[src/rtl/wb_port_arbiter.sv]
// Register-file write-port scheduler for the dual-issue core: two writeback lanes plus one
// long-latency result source share two write ports, with WAW resolution and starvation stall.
module wb_port_arbiter #(
   parameter int unsigned STARVE_LIMIT = 4
) (
   input  logic        clk_i,
   input  logic        rst_n_i,
   input  logic        wb0_en_i,
   input  logic [4:0]  wb0_rd_i,
   input  logic [31:0] wb0_data_i,
   input  logic        wb1_en_i,
   input  logic [4:0]  wb1_rd_i,
   input  logic [31:0] wb1_data_i,
   input  logic        lu_valid_i,
   input  logic [4:0]  lu_rd_i,
   input  logic [31:0] lu_data_i,
   output logic        lu_ready_o,
   output logic        we0_o,
   output logic [4:0]  waddr0_o,
   output logic [31:0] wdata0_o,
   output logic        we1_o,
   output logic [4:0]  waddr1_o,
   output logic [31:0] wdata1_o,
   output logic        stall_o
);

   localparam logic [3:0] LIMIT = 4'(STARVE_LIMIT);

   typedef enum logic {
      IDLE,
      FORCE
   } state_t;

   state_t      state;
   logic [3:0]  cnt;

   logic        r0, r1, rl;
   logic        lu_hit;
   logic        gnt0, gnt1;
   logic        xfer;

   logic        we0_nxt, we1_nxt;
   logic [4:0]  waddr0_nxt, waddr1_nxt;
   logic [31:0] wdata0_nxt, wdata1_nxt;

   // Request qualification: x0 writes are filtered, and on a lane WAW the younger lane 1 wins.
   assign r1 = wb1_en_i && (wb1_rd_i != 5'd0);
   assign r0 = wb0_en_i && (wb0_rd_i != 5'd0) && !(r1 && (wb0_rd_i == wb1_rd_i));
   assign rl = lu_valid_i && (lu_rd_i != 5'd0);

   // A long-latency result overwritten by a same-cycle lane write is stale; ack and drop it.
   assign lu_hit = rl && ((r0 && (lu_rd_i == wb0_rd_i)) || (r1 && (lu_rd_i == wb1_rd_i)));
   assign gnt0   = rl && !lu_hit && !r0;
   assign gnt1   = rl && !lu_hit && r0 && !r1;

   assign lu_ready_o = lu_valid_i && ((lu_rd_i == 5'd0) || lu_hit || gnt0 || gnt1);
   assign xfer       = lu_valid_i && lu_ready_o;

   always_comb begin
      // NOTE: every output of this block gets a default first so no path leaves it unassigned,
      // which would otherwise infer a latch.
      we0_nxt    = 1'b0;
      waddr0_nxt = 5'd0;
      wdata0_nxt = 32'd0;
      we1_nxt    = 1'b0;
      waddr1_nxt = 5'd0;
      wdata1_nxt = 32'd0;

      if (r0) begin
         we0_nxt    = 1'b1;
         waddr0_nxt = wb0_rd_i;
         wdata0_nxt = wb0_data_i;
      end else if (gnt0) begin
         we0_nxt    = 1'b1;
         waddr0_nxt = lu_rd_i;
         wdata0_nxt = lu_data_i;
      end

      if (r1) begin
         we1_nxt    = 1'b1;
         waddr1_nxt = wb1_rd_i;
         wdata1_nxt = wb1_data_i;
      end else if (gnt1) begin
         we1_nxt    = 1'b1;
         waddr1_nxt = lu_rd_i;
         wdata1_nxt = lu_data_i;
      end
   end

   // NOTE: sequential state uses non-blocking assignments so every register samples the
   // pre-edge values, independent of statement order.
   always_ff @(posedge clk_i or negedge rst_n_i) begin
      if (!rst_n_i) begin
         we0_o    <= 1'b0;
         waddr0_o <= 5'd0;
         wdata0_o <= 32'd0;
         we1_o    <= 1'b0;
         waddr1_o <= 5'd0;
         wdata1_o <= 32'd0;
      end else begin
         we0_o    <= we0_nxt;
         waddr0_o <= waddr0_nxt;
         wdata0_o <= wdata0_nxt;
         we1_o    <= we1_nxt;
         waddr1_o <= waddr1_nxt;
         wdata1_o <= wdata1_nxt;
      end
   end

   // Counts consecutive ungranted cycles of a pending long-latency result.
   always_ff @(posedge clk_i or negedge rst_n_i) begin
      if (!rst_n_i) begin
         cnt <= 4'd0;
      end else if (xfer || !lu_valid_i) begin
         cnt <= 4'd0;
      end else if (cnt != LIMIT) begin
         cnt <= cnt + 4'd1;
      end
   end

   // Lanes keep priority while stalled; the frozen front end drains them so the port frees up.
   always_ff @(posedge clk_i or negedge rst_n_i) begin
      if (!rst_n_i) begin
         state   <= IDLE;
         stall_o <= 1'b0;
      end else begin
         case (state)
            IDLE: begin
               if ((cnt == LIMIT) && !xfer) begin
                  state   <= FORCE;
                  stall_o <= 1'b1;
               end
            end
            FORCE: begin
               if (xfer) begin
                  state   <= IDLE;
                  stall_o <= 1'b0;
               end
            end
            default: begin
               state   <= IDLE;
               stall_o <= 1'b0;
            end
         endcase
      end
   end

endmodule
[config.mk]
export PLATFORM = sky130hd
export DESIGN_NAME = wb_port_arbiter
export DESIGN_NICKNAME = d
export VERILOG_FILES = /design/src/rtl/wb_port_arbiter.sv
export SDC_FILE = /design/constraint.sdc
export NUM_CORES = 1
export LEC_CHECK = 0
export ABC_AREA = 0
export BUFFER_PORTS_ARGS = -buffer_cell sky130_fd_sc_hd__buf_4
export CORE_ASPECT_RATIO = 1.75
export CORE_MARGIN = 3
export CORE_UTILIZATION = 35
export CTS_CLUSTER_DIAMETER = 40
export DETAILED_ROUTE_END_ITERATION = 8
export GPL_ROUTABILITY_DRIVEN = 0
export HOLD_SLACK_MARGIN = 0.02
export MAX_ROUTING_LAYER = met4
export PLACE_DENSITY = 0.68
export SETUP_SLACK_MARGIN = 0.1
export SYNTH_ARGS = -nofsm -noshare
export SYNTH_HDL_FRONTEND = slang
export SYNTH_SLANG_ARGS = --single-unit
[constraint.sdc]
create_clock -name clk_i -period 1.28 [get_ports clk_i]
set_clock_uncertainty 0.15 [all_clocks]
set_input_delay 0 -clock clk_i [delete_from_list [all_inputs] [get_ports clk_i]]
set_output_delay 0 -clock clk_i [all_outputs]
set_load 0.02 [all_outputs]
After elaboration in Yosys (flattened, before gate mapping)
Index checks and enable logic that the tools add are counted.
- multiplexer cells: 20
- eq/ne operators: 7
- bitwise logic cells: 1
- add/sub/neg operators: 1
- reduce and logical (&&, ||, !) cells: 32
- operators with widths (cell ; count):
    $mux 32 ; 4
    $mux 5 ; 4
    $eq 5x5->1 ; 3
    $logic_and 1x1->1 ; 15
    $reduce_bool 5->1 ; 3
    $mux 1 ; 8
    $mux 4 ; 2
    $logic_not 1->1 ; 6
    $logic_not 5->1 ; 1
    $logic_or 1x1->1 ; 5
    $add 4x1->4 const B ; 1
    $eq 4x3->1 const B ; 1
    $ne 4x3->1 const B ; 1
    $pmux 1 s2 ; 2
    $ne 2x1->1 const B ; 1
    $ne 2x2->1 const B ; 1
    $reduce_and 2->1 ; 1
    $reduce_bool 2->1 ; 1
    $not 1->1 ; 1
- logic and storage cells: 70
- flip-flop bits (word level): 82
- bits of input ports: 116
- output and inout bits: 78

Logic depth before layout (Yosys ltp)
- depth in word-level cells: 19
- mapped depth: 8

Worst setup path after synthesis
No wires, ideal clock.
- path type: input to register
- start point: input wb0_rd_i[1]
- end point: register stall_o
- arrival: 1.449 ns
- slack: -0.465 ns
- setup time: 0.146 ns
- data required time: 0.984 ns
- cell stages on the path: 5
- path through: or4_1 o21ai_1 a21oi_1 a31oi_1 o2bb2ai_1
- longest elaborated chain between the ends: 18
- RTL lines (element ; RTL line ; text):
    start: declaration ; 9 ; input logic [4:0] wb0_rd_i,
    $eq 5x5->1 ; 48 ; assign r0 = wb0_en_i && (wb0_rd_i != 5'd0) && !(r1 && (wb0_rd_i == wb1_rd_i));
    $logic_and 1x1->1 ; 48 ;
    $logic_not 1->1 ; 48 ;
    $logic_and 1x1->1 ; 48 ;
    $logic_and 1x1->1 ; 52 ; assign lu_hit = rl && ((r0 && (lu_rd_i == wb0_rd_i)) || (r1 && (lu_rd_i == wb1_rd_i)));
    $logic_or 1x1->1 ; 52 ;
    $logic_and 1x1->1 ; 52 ;
    $logic_not 1->1 ; 53, 54 ;
    (+3 left out) ; - ;
    $logic_or 1x1->1 * ; 56 ; assign lu_ready_o = lu_valid_i && ((lu_rd_i == 5'd0) || lu_hit || gnt0 || gnt1);
    $logic_and 1x1->1 * ; 56 ;
    named net lu_ready_o ; 17 ; output logic lu_ready_o,
    $logic_and 1x1->1 * ; 57 ; assign xfer = lu_valid_i && lu_ready_o;
    $logic_not 1->1 ; 129 ; if ((cnt == LIMIT) && !xfer) begin
    $logic_and 1x1->1 ; 129 ;
    $ne 2x2->1 (no source line) ; - ;
    $reduce_and 2->1 (no source line) * ; - ;
    end signal: assignment ; 125 ; stall_o <= 1'b0;
    end signal: assignment ; 131 ; stall_o <= 1'b1;
    end signal: assignment ; 137 ; stall_o <= 1'b0;
    end: declaration ; 24 ; output logic stall_o
Mark *: on every way through the listed nets, which the timed path passes. The rest lies on a longest branch.
A chain may end at the register's enable or synchronous reset.

Worst setup path in the final report
- start point: input wb0_rd_i[1]
- end point: register waddr0_o[2]
- longest elaborated chain between the ends: 12
- RTL lines (element ; RTL line ; text):
    $eq 5x5->1 ; 48 ;
    $logic_and 1x1->1 ; 48 ;
    $logic_not 1->1 ; 48 ;
    $logic_and 1x1->1 ; 48 ;
    $logic_and 1x1->1 ; 52 ;
    $logic_or 1x1->1 ; 52 ;
    $logic_and 1x1->1 ; 52 ;
    $logic_not 1->1 ; 53 ; assign gnt0 = rl && !lu_hit && !r0;
    $logic_and 1x1->1 (2 in series) ; 53 ;
    $mux 5 ; 73 ; end else if (gnt0) begin
    $mux 5 * ; 69 ; if (r0) begin
    named net waddr0_nxt[2] ; 43 ; logic [4:0] waddr0_nxt, waddr1_nxt;
    end signal: assignment ; 102 ; waddr0_o <= waddr0_nxt;
    end: declaration ; 19 ; output logic [4:0] waddr0_o,
Marks and branches as above.

==> impl.org <==
** Power and ir drop
- IR analysis of the VDD net gives a maximum drop of 0.709 mV.
- In this run the power density over the cells is 984 nW/um^2.
- The design draws 7.21 mW.
- Total leakage power :: 3.56 nW

** Timing
- The final count of pins violating max slew is 0.
- Max Freq :: 653 MHz
- Total of endpoints with negative setup slack in the final report :: 82
- Worst Setup Slack, final :: -0.253 ns
- Final-layout worst hold slack :: -0.177 ns
- Counting I/O delays and the setup requirement, the final critical path takes 1.53 ns.
- Hold Violations, Final :: 2
- In this run the tightest slew margin relative to its limit is 70.1%.
- At the pin with the least slew margin, the transition time is 0.449 ns.
- Final critical-path share of the clock period :: 120%
- Setup repair after global routing missed its margin :: yes

** Placed design
- DPL Wire Length :: 8430 um
- Total instance count after detailed placement :: 643
- The count of buffers added on input and output ports is 193.
- DP Worst Slack :: -0.840 ns
- Summing all placed instances gives a cell area of 5270 um^2.

** Routing
- Post-route DRC violation count :: 0
- After detailed routing, no signal wire sits above met4.
- For this block, the routed nets add up to 15000 um of wire.
- Met2 wire length :: 8410 um
- The pre-antenna-repair detailed-routing pass consisted of 5 iterations.
- Average wire per standard cell :: 18.8 um
- Antenna viol nets, final :: 0
- For this block, wires on met1 add up to 5090 um.
- Number of violations reported at the end of detailed-routing iteration 0 :: 183
- Via-to-Cell Ratio :: 4.98
- Via count :: 3981
- Sum of met3 wire segment lengths after detailed routing :: 767 um

** Run status
- The final reports fail on negative hold slack, negative setup slack.
- The run finished, with violations left.

** Clock network
- Clock tree synthesis inserted a total of 9 buffers.
- Clock Tree Buf Depth :: 2
- Number of hold-repair buffers added at the cts stage :: 113
- Clk sink count :: 82
- Clock latency of the later-clocked register in the worst-skew pair :: 0.33 ns
- Clock-pin slew was measured on the worst setup and hold paths at 0.06 ns.
- TritonCTS clock tree :: yes
- The H-tree was split into 3 levels.
- In this run the clock root is driven by a clkbuf_16.

** Layout
- Final cell count without fillers :: 800
- Cells with a size suffix above 1 make up 48.0% of the layout.
- Post-layout util :: 76.9%
- For this run, the post-layout net count is 792.
- Area added between synthesis and finish :: 113%
- With fillers left out, the area of the finished cells amounts to 7320 um^2.

** Worst setup path
- The worst setup path is captured at a flip-flop.
- Top fanout value on the critical path :: 25
- In this run the worst setup path terminates at waddr0_o[2]$_DFF_PN0_.
- Signal arrival time at the worst endpoint :: 1.61 ns
- For the worst flop-to-flop path, the logic depth is 5.
- Startpoint of the worst setup timing path :: wb0_rd_i[1]
- Startpoint of the most critical register-to-register path :: cnt[1]$_DFFE_PN0P_
- Critical path class :: primary input to flip-flop
- The endpoint identified for the worst register-to-register timing path is cnt[1]$_DFFE_PN0P_.
- At the worst endpoint, the required time is 1.35 ns.
- The setup check on the worst reg-to-reg path leaves a slack of -0.09 ns.
- STA classifies the critical path startpoint as a primary input.

** Min path
- The min-delay analysis places its worst path in the category primary input to flip-flop.

** Floorplanning
- Core Region :: 9530 um^2
- The floorplan step set the die height to 137 um.
- I/O pin cnt :: 194
- Die area :: 11100 um^2
- Row cnt :: 47
- The die is 81.0 um wide.
- Initial core utilization :: 36.1%

** Global route
- Via count of the first global-routing pass :: 4285
- Total grt overflow :: 0
- Entering global routing, the biggest net connects 83 pins.
- The number of antenna violations at the first check in global routing was 0.
- The first global-routing pass estimated 21400 um of wire.
- Total track usage :: 26.9%

** Synthesis
- Total of flip-flops plus latches after synthesis :: 82
- After synthesis, the mean cell area works out to 11.0 um^2.
- Synthesis instantiated 29 different standard cells from the library.
- The number of nets handed over by synthesis was 430.
- In the synthesized netlist, the number of instances is 312.
- Post-synthesis sequential area ratio :: 59.6%
- During synthesis, Yosys emitted a total of 0 warnings.
- Summing every instance area after synthesis gives 3440 um^2.

** Job
- Maxcap violations :: 0
## layer usage
| layer | track usage, % | vias up |
|---|---|---|
| met4 | 16.4 | 0 |
| met3 | 3.27 | 57 |
| li1 | - | 1806 |
| met1 | 27.3 | 1921 |
| met2 | 48.1 | 197 |
| met5 | - | - |
## area by class of cell
cell class,count,area [um^2]
flip-flops and latches,82,2050
inverters,4,15.0
repair buffers,369,3340
clock inverters,3,18.8
well taps,122,153
diodes,1,2.50
multi-input cells,208,1510
clock buffers,11,233
fillers,551,2200
## placed cells by master (no fill, tap or decap), types with 3 or more instances in the layout
master / count
or4_4: 3
a31oi_4: 3
dfrtp_1: 82
a22o_1: 37
xor2_1: 15
buf_6: 16
o21ai_1: 23
nand2_2: 10
clkbuf_16: 12
nor2_1: 8
dlygate4sd3_1: 113
nand2_4: 7
o21ai_2: 10
buf_12: 11
a21oi_2: 4
o31ai_2: 3
nand2_1: 58
buf_4: 223
## worst min-delay path by stage
stage	start	to	slack [ns]	depth (start not counted)
floorplan	rst_n_i	cnt[0]$_DFFE_PN0P_	-0.45	0
global placement	rst_n_i	wdata0_o[3]$_DFF_PN0_	-0.09	2
detailed placement	rst_n_i	wdata1_o[3]$_DFF_PN0_	-0.09	2
CTS	wb1_rd_i[2]	waddr1_o[2]$_DFF_PN0_	-0.20	2
global route	wb1_rd_i[2]	waddr1_o[2]$_DFF_PN0_	-0.18	2
finish	wb1_rd_i[2]	waddr1_o[2]$_DFF_PN0_	-0.18	2
## flip-flops by register name (all words and copies together) (netlist names)
name and count:
cnt 4, stall_o 1, state 1, waddr0_o 5
waddr1_o 5, wdata0_o 32, wdata1_o 32, we0_o 1
we1_o 1
## critical path, cell delays in order
cell and delay, ns:
buf_8 0.10, or4_4 0.55, o21ai_4 0.17, buf_6 0.13, buf_4 0.11, a31oi_4 0.05
buf_12 0.20, o31ai_1 0.29
## stage by stage
step / setup TNS [ns] / hold slack (ns)
final: -16.65 / -0.177
after global routing: -19.16 / -0.180
after CTS: -17.15 / -0.198
after detailed placement: -56.70 / -0.0854
after global placement: -54.92 / -0.0927
after floorplan: -22.00 / -0.446
## power breakdown
part | leakage, nW | switching (mW) | total [mW] | internal [mW]
Combinational | 2.41 | 0.985 | 2.10 | 1.11
Sequential | 1.03 | 0.0592 | 2.84 | 2.78
Clock | 0.125 | 0.982 | 2.27 | 1.29
## synthesized netlist by cell type
cell       instances  area [um^2]
a211o_1            1         8.76
a21oi_1            7         35.0
a22o_1            37          324
a31oi_1            1         6.26
a31oi_4            2         42.5
and3_1             1         6.26
buf_1              1         3.75
buf_2              3         15.0
buf_6             10          113
clkbuf_1           3         11.3
clkbuf_2           2         10.0
dfrtp_1           82         2050
ha_1               2         25.0
inv_1              4         15.0
nand2_1           75          282
nand3_1            2         10.0
nand3b_1           1         7.51
nor2_1            10         37.5
nor2_4             1         11.3
nor3_1             4         20.0
o21a_1             1         7.51
o21ai_0            1         5.00
o21ai_1           34          170
o2bb2ai_1          1         8.76
o31ai_1            5         37.5
or2_2              1         6.26
or4_1              3         22.5
xnor2_1            2         17.5
xor2_1            15          131
## cells by family (layout without fill, tap and decap cells)
logic type / after synthesis / after routing / synth area share [%]
flops: 82 / 82 / 59.6
compound gates: 90 / 90 / 18.8
buf+inv: 23 / 387 / 4.87
fa+ha+maj: 2 / 2 / 0.727
xor+xnor: 17 / 17 / 4.33
other cells: 0 / 1 / 0
simple gates: 98 / 99 / 11.7
## repair_timing
| item | CTS | global route |
|---|---|---|
| pin swaps | 21 | 24 |
| gates cloned | 5 | 1 |
| setup endpoints to repair | 82 | 83 |
| endpoints found under the hold margin | 161 | 2 |
| buffers inserted | 17 | 7 |
| resized for setup | 47 | 41 |
(Power assumes the default switching activity.)
